File: src/rtl/mult_accum.sv
// mult_accum: frame accumulator that follows the pipelined 11x8 signed multiplier.
// It delays the operand framing bits to line up with the product stream, sums the
// products of each frame with saturation, and presents each completed frame on a
// valid/ready output register. A completed frame that finds the output register
// still occupied is dropped and flagged on the sticky overrun bit.
module mult_accum #(
  parameter int MULT_LAT = 8,   // multiplier latency, must be >= 2
  parameter int PROD_W   = 19,
  parameter int ACC_W    = 24,  // must be > PROD_W
  parameter int CNT_W    = 8
) (
  input  logic              clk,
  input  logic              rst,
  input  logic              op_valid,
  input  logic              op_last,
  input  logic [PROD_W-1:0] product,
  output logic [ACC_W-1:0]  acc_out,
  output logic [CNT_W-1:0]  acc_cnt,
  output logic              acc_sat,
  output logic              acc_valid,
  input  logic              acc_ready,
  output logic              overrun
);

  typedef enum logic [0:0] {
    ST_IDLE  = 1'b0,
    ST_ACCUM = 1'b1
  } state_t;

  state_t              state_r;
  logic [MULT_LAT-1:0] dl_valid_r;
  logic [MULT_LAT-1:0] dl_last_r;
  logic [ACC_W-1:0]    acc_r;
  logic [CNT_W-1:0]    cnt_r;
  logic                sat_r;

  logic                p_valid_s;
  logic                p_last_s;
  logic                done_s;
  logic [ACC_W-1:0]    base_s;
  logic                base_sat_s;
  logic [ACC_W-1:0]    sum_s;
  logic                add_ovf_s;
  logic                sum_sat_s;
  logic [CNT_W-1:0]    cnt_next_s;

  // Saturating add of a sign-extended product onto the accumulator.
  // Returns {clamped, result}; the sum is formed one bit wider than the
  // accumulator so that overflow shows up as disagreeing top two bits.
  function automatic logic [ACC_W:0] sat_add(input logic [ACC_W-1:0] a,
                                             input logic [PROD_W-1:0] p);
    logic [ACC_W:0] wide;
    logic [ACC_W:0] res;
    wide = {a[ACC_W-1], a} + {{(ACC_W+1-PROD_W){p[PROD_W-1]}}, p};
    if (wide[ACC_W] != wide[ACC_W-1]) begin
      if (wide[ACC_W]) begin
        res = {1'b1, 1'b1, {(ACC_W-1){1'b0}}};  // most negative value
      end else begin
        res = {1'b1, 1'b0, {(ACC_W-1){1'b1}}};  // most positive value
      end
    end else begin
      res = {1'b0, wide[ACC_W-1:0]};
    end
    return res;
  endfunction

  // The delay-line tap is the framing for the product arriving this cycle.
  assign p_valid_s = dl_valid_r[MULT_LAT-1];
  assign p_last_s  = dl_last_r[MULT_LAT-1];
  assign done_s    = p_valid_s & p_last_s;

  // Delay operand framing by the multiplier latency; reset drops in-flight operands.
  always_ff @(posedge clk or posedge rst) begin
    if (rst) begin
      dl_valid_r <= {MULT_LAT{1'b0}};
      dl_last_r  <= {MULT_LAT{1'b0}};
    end else begin
      dl_valid_r <= {dl_valid_r[MULT_LAT-2:0], op_valid};
      dl_last_r  <= {dl_last_r[MULT_LAT-2:0], op_valid & op_last};
    end
  end

  // Next sum, count and sat flag: a new frame starts from zero, an open frame continues.
  always_comb begin
    base_s     = {ACC_W{1'b0}};
    base_sat_s = 1'b0;
    cnt_next_s = {{(CNT_W-1){1'b0}}, 1'b1};
    case (state_r)
      ST_IDLE: begin
        base_s     = {ACC_W{1'b0}};
        base_sat_s = 1'b0;
        cnt_next_s = {{(CNT_W-1){1'b0}}, 1'b1};
      end
      ST_ACCUM: begin
        base_s     = acc_r;
        base_sat_s = sat_r;
        if (&cnt_r) begin
          cnt_next_s = cnt_r;
        end else begin
          cnt_next_s = cnt_r + {{(CNT_W-1){1'b0}}, 1'b1};
        end
      end
      default: begin
        base_s     = {ACC_W{1'b0}};
        base_sat_s = 1'b0;
        cnt_next_s = {{(CNT_W-1){1'b0}}, 1'b1};
      end
    endcase
    {add_ovf_s, sum_s} = sat_add(base_s, product);
    sum_sat_s = base_sat_s | add_ovf_s;
  end

  // Frame FSM with the accumulator and the valid/ready output register.
  always_ff @(posedge clk or posedge rst) begin
    if (rst) begin
      state_r   <= ST_IDLE;
      acc_r     <= {ACC_W{1'b0}};
      cnt_r     <= {CNT_W{1'b0}};
      sat_r     <= 1'b0;
      acc_out   <= {ACC_W{1'b0}};
      acc_cnt   <= {CNT_W{1'b0}};
      acc_sat   <= 1'b0;
      acc_valid <= 1'b0;
      overrun   <= 1'b0;
    end else begin
      if (p_valid_s) begin
        if (p_last_s) begin
          state_r <= ST_IDLE;
          acc_r   <= {ACC_W{1'b0}};
          cnt_r   <= {CNT_W{1'b0}};
          sat_r   <= 1'b0;
        end else begin
          state_r <= ST_ACCUM;
          acc_r   <= sum_s;
          cnt_r   <= cnt_next_s;
          sat_r   <= sum_sat_s;
        end
      end

      if (done_s) begin
        if (acc_valid && !acc_ready) begin
          // Held result has priority; the new frame is lost.
          overrun <= 1'b1;
        end else begin
          acc_out   <= sum_s;
          acc_cnt   <= cnt_next_s;
          acc_sat   <= sum_sat_s;
          acc_valid <= 1'b1;
        end
      end else if (acc_valid && acc_ready) begin
        acc_valid <= 1'b0;
      end
    end
  end

endmodule

File: config.mk
export PLATFORM = sky130hd
export DESIGN_NAME = mult_accum
export DESIGN_NICKNAME = d
export VERILOG_FILES = /design/src/rtl/mult_accum.sv
export SDC_FILE = /design/constraint.sdc
export NUM_CORES = 1
export LEC_CHECK = 0
export ABC_AREA = 1
export BUFFER_PORTS_ARGS = -buffer_cell sky130_fd_sc_hd__buf_2
export CORE_ASPECT_RATIO = 2
export CORE_MARGIN = 4
export CORE_UTILIZATION = 35
export DETAILED_ROUTE_END_ITERATION = 16
export SYNTH_ARGS = -nofsm -noshare
export SYNTH_HDL_FRONTEND = slang
export SYNTH_SLANG_ARGS = --single-unit
export TNS_END_PERCENT = 1
File: constraint.sdc
create_clock -name clk -period 4.55 [get_ports clk]
set_input_delay 0.455 -clock clk [delete_from_list [all_inputs] [get_ports clk]]
set_output_delay 0.455 -clock clk [all_outputs]
set_load 0.005 [all_outputs]
After elaboration in Yosys (flattened, before gate mapping). Cells that the tools add are included.

Input port bits: 24. Word-level logic and storage cells: 41. Register bits after elaboration: 85. Output and inout bits: 35.

$add $sub $neg: 2. Equal/unequal tests: 2. Multiplexer cells: 13. Bitwise logic cells: 5. Reductions and logical operators: 8.

Operator list (number): 24-bit 2-to-1 mux (2); 24-bit one-hot mux with 2 select lines (1); 24-bit by 19-bit adder with 25-bit output (1); 25-bit 2-to-1 mux (1); 8-bit 2-to-1 mux (2); 8-bit one-hot mux with 2 select lines (1); 8-bit by 1-bit adder with 8-bit output, second input constant (1); 8-bit AND reduction (1); 2-bit AND reduction (3); 1-bit 2-to-1 mux (5); 1-bit AND (2); 1-bit logical AND (2); 2-bit inequality test, second input constant (1); 1-bit NOT (2); 1-bit one-hot mux with 2 select lines (1); 2-bit nonzero test (1); 1-bit logical NOT (1); 1-bit inequality test (1); 1-bit bitwise OR (1).

Depth between registers and ports, before layout.
Depth after elaboration: 7. Mapped depth: 21. Depth with buffers taken out: 20.

Worst setup path before layout. No wires, ideal clock.

Path type: register -> register. From: register state_r. To: register acc_sat. Cell stages (with the launch flop): 20. Path buffers: 2. Data required time: 4.433 ns. Clock period less this slack: 2.540 ns. Slack: 2.010 ns. Setup time: 0.117 ns. Arrival time: 2.424 ns. Path through: dfrtp_1 -> clkbuf_1 -> nand2_1 -> inv_1 -> ha_1 -> inv_1 -> fa_1 -> inv_1 -> nand3_1 -> nand2_1 -> nand2_1 -> nand2_2 -> nand2_2 -> nand4_1 -> nand2_2 -> nand2_4 -> buf_6 -> nand3_2 -> nand2_1 -> nand2_1.

Word-level cells in the longest chain between the ends: 6. Elaborated cells on any way between the ends: 7. Those cells by class: add/sub: 1; eq/ne: 1; mux: 3; bitwise: 2.

Ends and longest elaborated chain: from (decl) (line 30) `state_t state_r;`; from (signal assigned) (line 116) `state_r <= ST_IDLE;`; from (signal assigned) (line 128) `state_r <= ST_IDLE;`; from (signal assigned) (line 133) `state_r <= ST_ACCUM;`; 1-bit NOT (line 88) `case (state_r)`; 24-bit one-hot mux with 2 select lines (line 88); 24-bit by 19-bit adder with 25-bit output (line 54) `wide = {a[ACC_W-1], a} + {{(ACC_W+1-PROD_W){p[PROD_W-1]}}, p};`; 1-bit inequality test (line 55) `if (wide[ACC_W] != wide[ACC_W-1]) begin`; 25-bit 2-to-1 mux (line 55); 1-bit bitwise OR * (line 110) `sum_sat_s = base_sat_s | add_ovf_s;`; to (signal assigned) (line 147) `acc_sat <= sum_sat_s;`; to (decl) (line 19) `output logic acc_sat,`.

Mark *: on every way between the ends. The rest lies on a longest branch, timed or not. A chain may end at the register's enable or synchronous reset.

Final worst setup path.
From: register state_r. To: register acc_r[22].

Word-level cells in the longest chain between the ends: 6. Elaborated cells on any way between the ends: 7. Those cells by class: add/sub: 1; eq/ne: 1; mux: 4; bitwise: 1.

Ends and longest elaborated chain: 1-bit NOT (line 88); 24-bit one-hot mux with 2 select lines * (line 88); 24-bit by 19-bit adder with 25-bit output * (line 54); 24-bit 2-to-1 mux or 1-bit inequality test (tied branches) (line 56, 55); 25-bit 2-to-1 mux * (line 55); 24-bit 2-to-1 mux * (line 127) `if (p_last_s) begin`; to (signal assigned) (line 117) `acc_r <= {ACC_W{1'b0}};`; to (signal assigned) (line 129) `acc_r <= {ACC_W{1'b0}};`; to (signal assigned) (line 134) `acc_r <= sum_s;`; to (decl) (line 33) `logic [ACC_W-1:0] acc_r;`.

Marked as above.

==> flow_metrics.py <==
metrics = {
    "status": {
        "status": "finished, final reports clean",
    },
    "logic_synthesis": {
        "synth.top_cell.area_share": 0.411,
        "netlist_area_um2": 5170,
        "avgSynthCellArea_um2": 7.20,
        "synth_fp_nets": 768,
        "netlist_instances": 718,
        "yosys.cell_types.count": 33,
        "ys_warn_count": 0,
        "synth_edf_count": 0,
        "synth_area_leaders": "dfrtp_1 41%, nand2_1 21%, inv_1 6.3%",
        "async_reset_ff_frac": 1.00,
        "ys_seq_elements": 85,
        "synth_flop_cell": "dfrtp_1",
        "synth_top_area_cell": "dfrtp_1",
        "ys_seq_area_frac": 0.411,
    },
    "setup_path": {
        "crit_chain": "buf_4, nand2_1, inv_1, ha_1, nand2_1, inv_1, nand2_1, nand2_1, a21oi_1, nand3_2, nand2_1, nand2_1, nand2_1, nand2_1, nand2_1, nand2_1, nand2_1",
        "cp_common_cell": "nand2_1",
        "critical_path.slowest_cell": "dfrtp_1",
        "worst_setup_path_start_kind": "flip-flop",
        "worstPathRequired_ns": 4.81,
        "worstSetupPathType": "flip-flop to flip-flop",
        "crit_path_end_kind": "flip-flop",
        "reg2reg_slack_ns": 1.34,
        "max_stage_delay_ns": 0.54,
        "cp.arrival_ns": 3.47,
        "worstPathMaxFanout": 21,
    },
    "finish": {
        "stdcell_area_um2": 5970,
        "nNetsFinal": 821,
        "diodes": 0,
        "area_delta_synth_final_pct": 15.4,
        "drive_above_1_share": 0.133,
        "fillers": 1555,
        "fin_util": 0.413,
        "seqCellArea_um2": 2130,
        "multi_input_area_um2": 2600,
    },
    "cts": {
        "cts_root_buf": "clkbuf_16",
        "cts_setup_buffers": 0,
        "holdBufCountCts": 0,
        "clk_pin_slew_worst_paths_ns": 0.06,
        "cts_buffer_depth": 2,
        "tritoncts": "built",
        "clk_latency_ns": 0.33,
        "cts_resized": 0,
        "clkSinkCount": 85,
        "cts_max_level": 3,
        "cts_inserted_buffers": 9,
    },
    "sta": {
        "max_clock_freq_mhz": 311,
        "fin_crit_ns": 3.21,
        "tightest_slew_ns": 0.794,
        "min_period_over_period": 0.706,
        "drv_slew": 0,
        "hold_viol_final": 0,
        "setup_violations": 0,
        "fin_skew_ns": 0.00817,
        "rsz0062_at_grt": "no",
        "relSlewSlack": 0.470,
        "tns_ns": 0,
    },
    "flow_run": {
        "cap_violations": 0,
    },
    "floorplan": {
        "row_count": 62,
        "pin_count": 59,
        "start_util": 0.358,
        "die_w_um": 93.9,
        "core_area_um2": 14400,
        "die-area_um2": 16900,
        "die_h_um": 180,
    },
    "worst_hold_path": {
        "min_path_type": "input port to flip-flop",
    },
    "drt": {
        "drt-initial-drc-count": 270,
        "drtPass1Iterations": 6,
        "ant_nets": 0,
        "post_drt_wl_per_cell_um": 14.3,
        "vias": 4594,
        "drc_errors": 0,
        "vias_per_cell": 4.75,
        "wl_um": 13900,
    },
    "global_route": {
        "top_usage_layer": "met2",
        "grtUsageMet1": 0.198,
        "global_route.usage.met2": 0.301,
        "grt_pass1_vias": 4508,
        "grt_pass1_wl_um": 22700,
        "antenna_found_initial": 0,
        "grtUsageMet3": 0.0134,
        "grt_max_degree": 48,
        "gr-usage-all-layers": 0.170,
        "gr-total-overflow": 0,
    },
    "pwr": {
        "leakage_nw": 3.34,
        "power_mw": 3.39,
        "peakVddDrop_mv": 0.199,
        "power_density_nw_per_um2": 568,
    },
    "placed_design": {
        "numPortBuffers": 58,
        "post_dp_cell_area_um2": 5620,
        "place_congestion": 0.995,
        "post-dp-hpwl_um": 11100,
    },
}
-- area by class of cell --
class                      instances  area share
tap                              192      0.0403
clock buffer                      10      0.0384
multi-input combinational        524       0.435
sequential                        85       0.357
clock inverter                     6      0.0197
timing repair buffer              62      0.0537
inverter                          89      0.0562
-- cells in the mapped netlist (7+ instances only) --
library cell / number
clkbuf_1: 10
inv_1: 87
xor2_1: 11
nand4_1: 12
nor2_1: 51
a31oi_1: 18
dfrtp_1: 85
nand3_1: 17
nand2_2: 9
ha_1: 25
o21ai_0: 23
o21bai_1: 7
nand2_1: 288
a21oi_1: 24
-- report_power, final --
group          switching, mW  internal, mW  total, mW
logic                  0.901         0.521       1.42
clock network          0.303         0.543      0.846
registers              0.139         0.984       1.12
-- per-stage QoR --
| step | worst slack (ns) | cells | hold WS [ns] |
|---|---|---|---|
| floorplan | 1.90 | 718 | 0.331 |
| global placement | 1.42 | 952 | 0.331 |
| detailed placement | 1.35 | 952 | 0.335 |
| CTS | 1.32 | 968 | 0.234 |
| global route | 0.983 | 968 | 0.227 |
| finish | 1.34 | 968 | 0.243 |
-- final timing paths --
path | start | endpoint | depth (start not counted)
worst max-delay path | state_r$_DFFE_PP0P_ | acc_r[22]$_DFFE_PP0P_ | 17
worst min register to register | dl_last_r[0]$_DFF_PP0_ | dl_last_r[1]$_DFF_PP0_ | 0
max in group asynchronous | rst | acc_out[15]$_DFFE_PP0P_ | 3
worst max register to register | state_r$_DFFE_PP0P_ | acc_r[22]$_DFFE_PP0P_ | 17
worst min-delay path | op_valid | dl_valid_r[0]$_DFF_PP0_ | 1
min in group asynchronous | rst | dl_valid_r[4]$_DFF_PP0_ | 2
-- cells by family (layout without fill, tap and decap cells) --
group,Yosys count,in the layout,synth area share
and+or+nand+nor,396,396,0.313
adders and majority gates,26,26,0.0644
buffers and inverters,109,167,0.0869
xor gates and xnor gates,17,17,0.0288
AOI/OAI and AO/OA,85,85,0.0954
DFF,85,85,0.411
-- placed cells by master (no fill, tap or decap), types with 2 or more instances in the layout --
cell type	instances
nand2_1	288
inv_1	86
dfrtp_1	85
buf_2	58
nor2_1	50
ha_1	25
a21oi_1	24
o21ai_0	23
a31oi_1	18
nand3_1	17
nand4_1	12
xor2_1	11
nand2_2	9
clkbuf_16	9
nor2_2	7
o21bai_1	7
o22ai_1	6
xnor2_1	6
nor3_1	5
buf_4	4
nand3_2	3
o21ai_2	3
bufinv_16	3
o211ai_1	2
and2_1	2
-- state kept, by name (all words and copies together) (netlist names) --
register / count
overrun: 1
acc_sat: 1
acc_cnt: 8
cnt_r: 8
sat_r: 1
dl_valid_r: 8
acc_r: 24
acc_out: 24
state_r: 1
dl_last_r: 8
acc_valid: 1
-- routing by layer --
metal,wire (um),vias up
li1,-,2365
met1,5490,2086
met5,0,-
met4,724,0
met2,7300,107
met3,369,36
-- critical path: cells and delay by family, from the launching register on --
kind	cells	cell delay (ns)
buffers and inverters	3	0.45
and+or+nand+nor	12	1.53
AOI/OAI and AO/OA	1	0.33
DFF	1	0.54
adders and majority gates	1	0.27
Power figures use the tool's default switching activity.
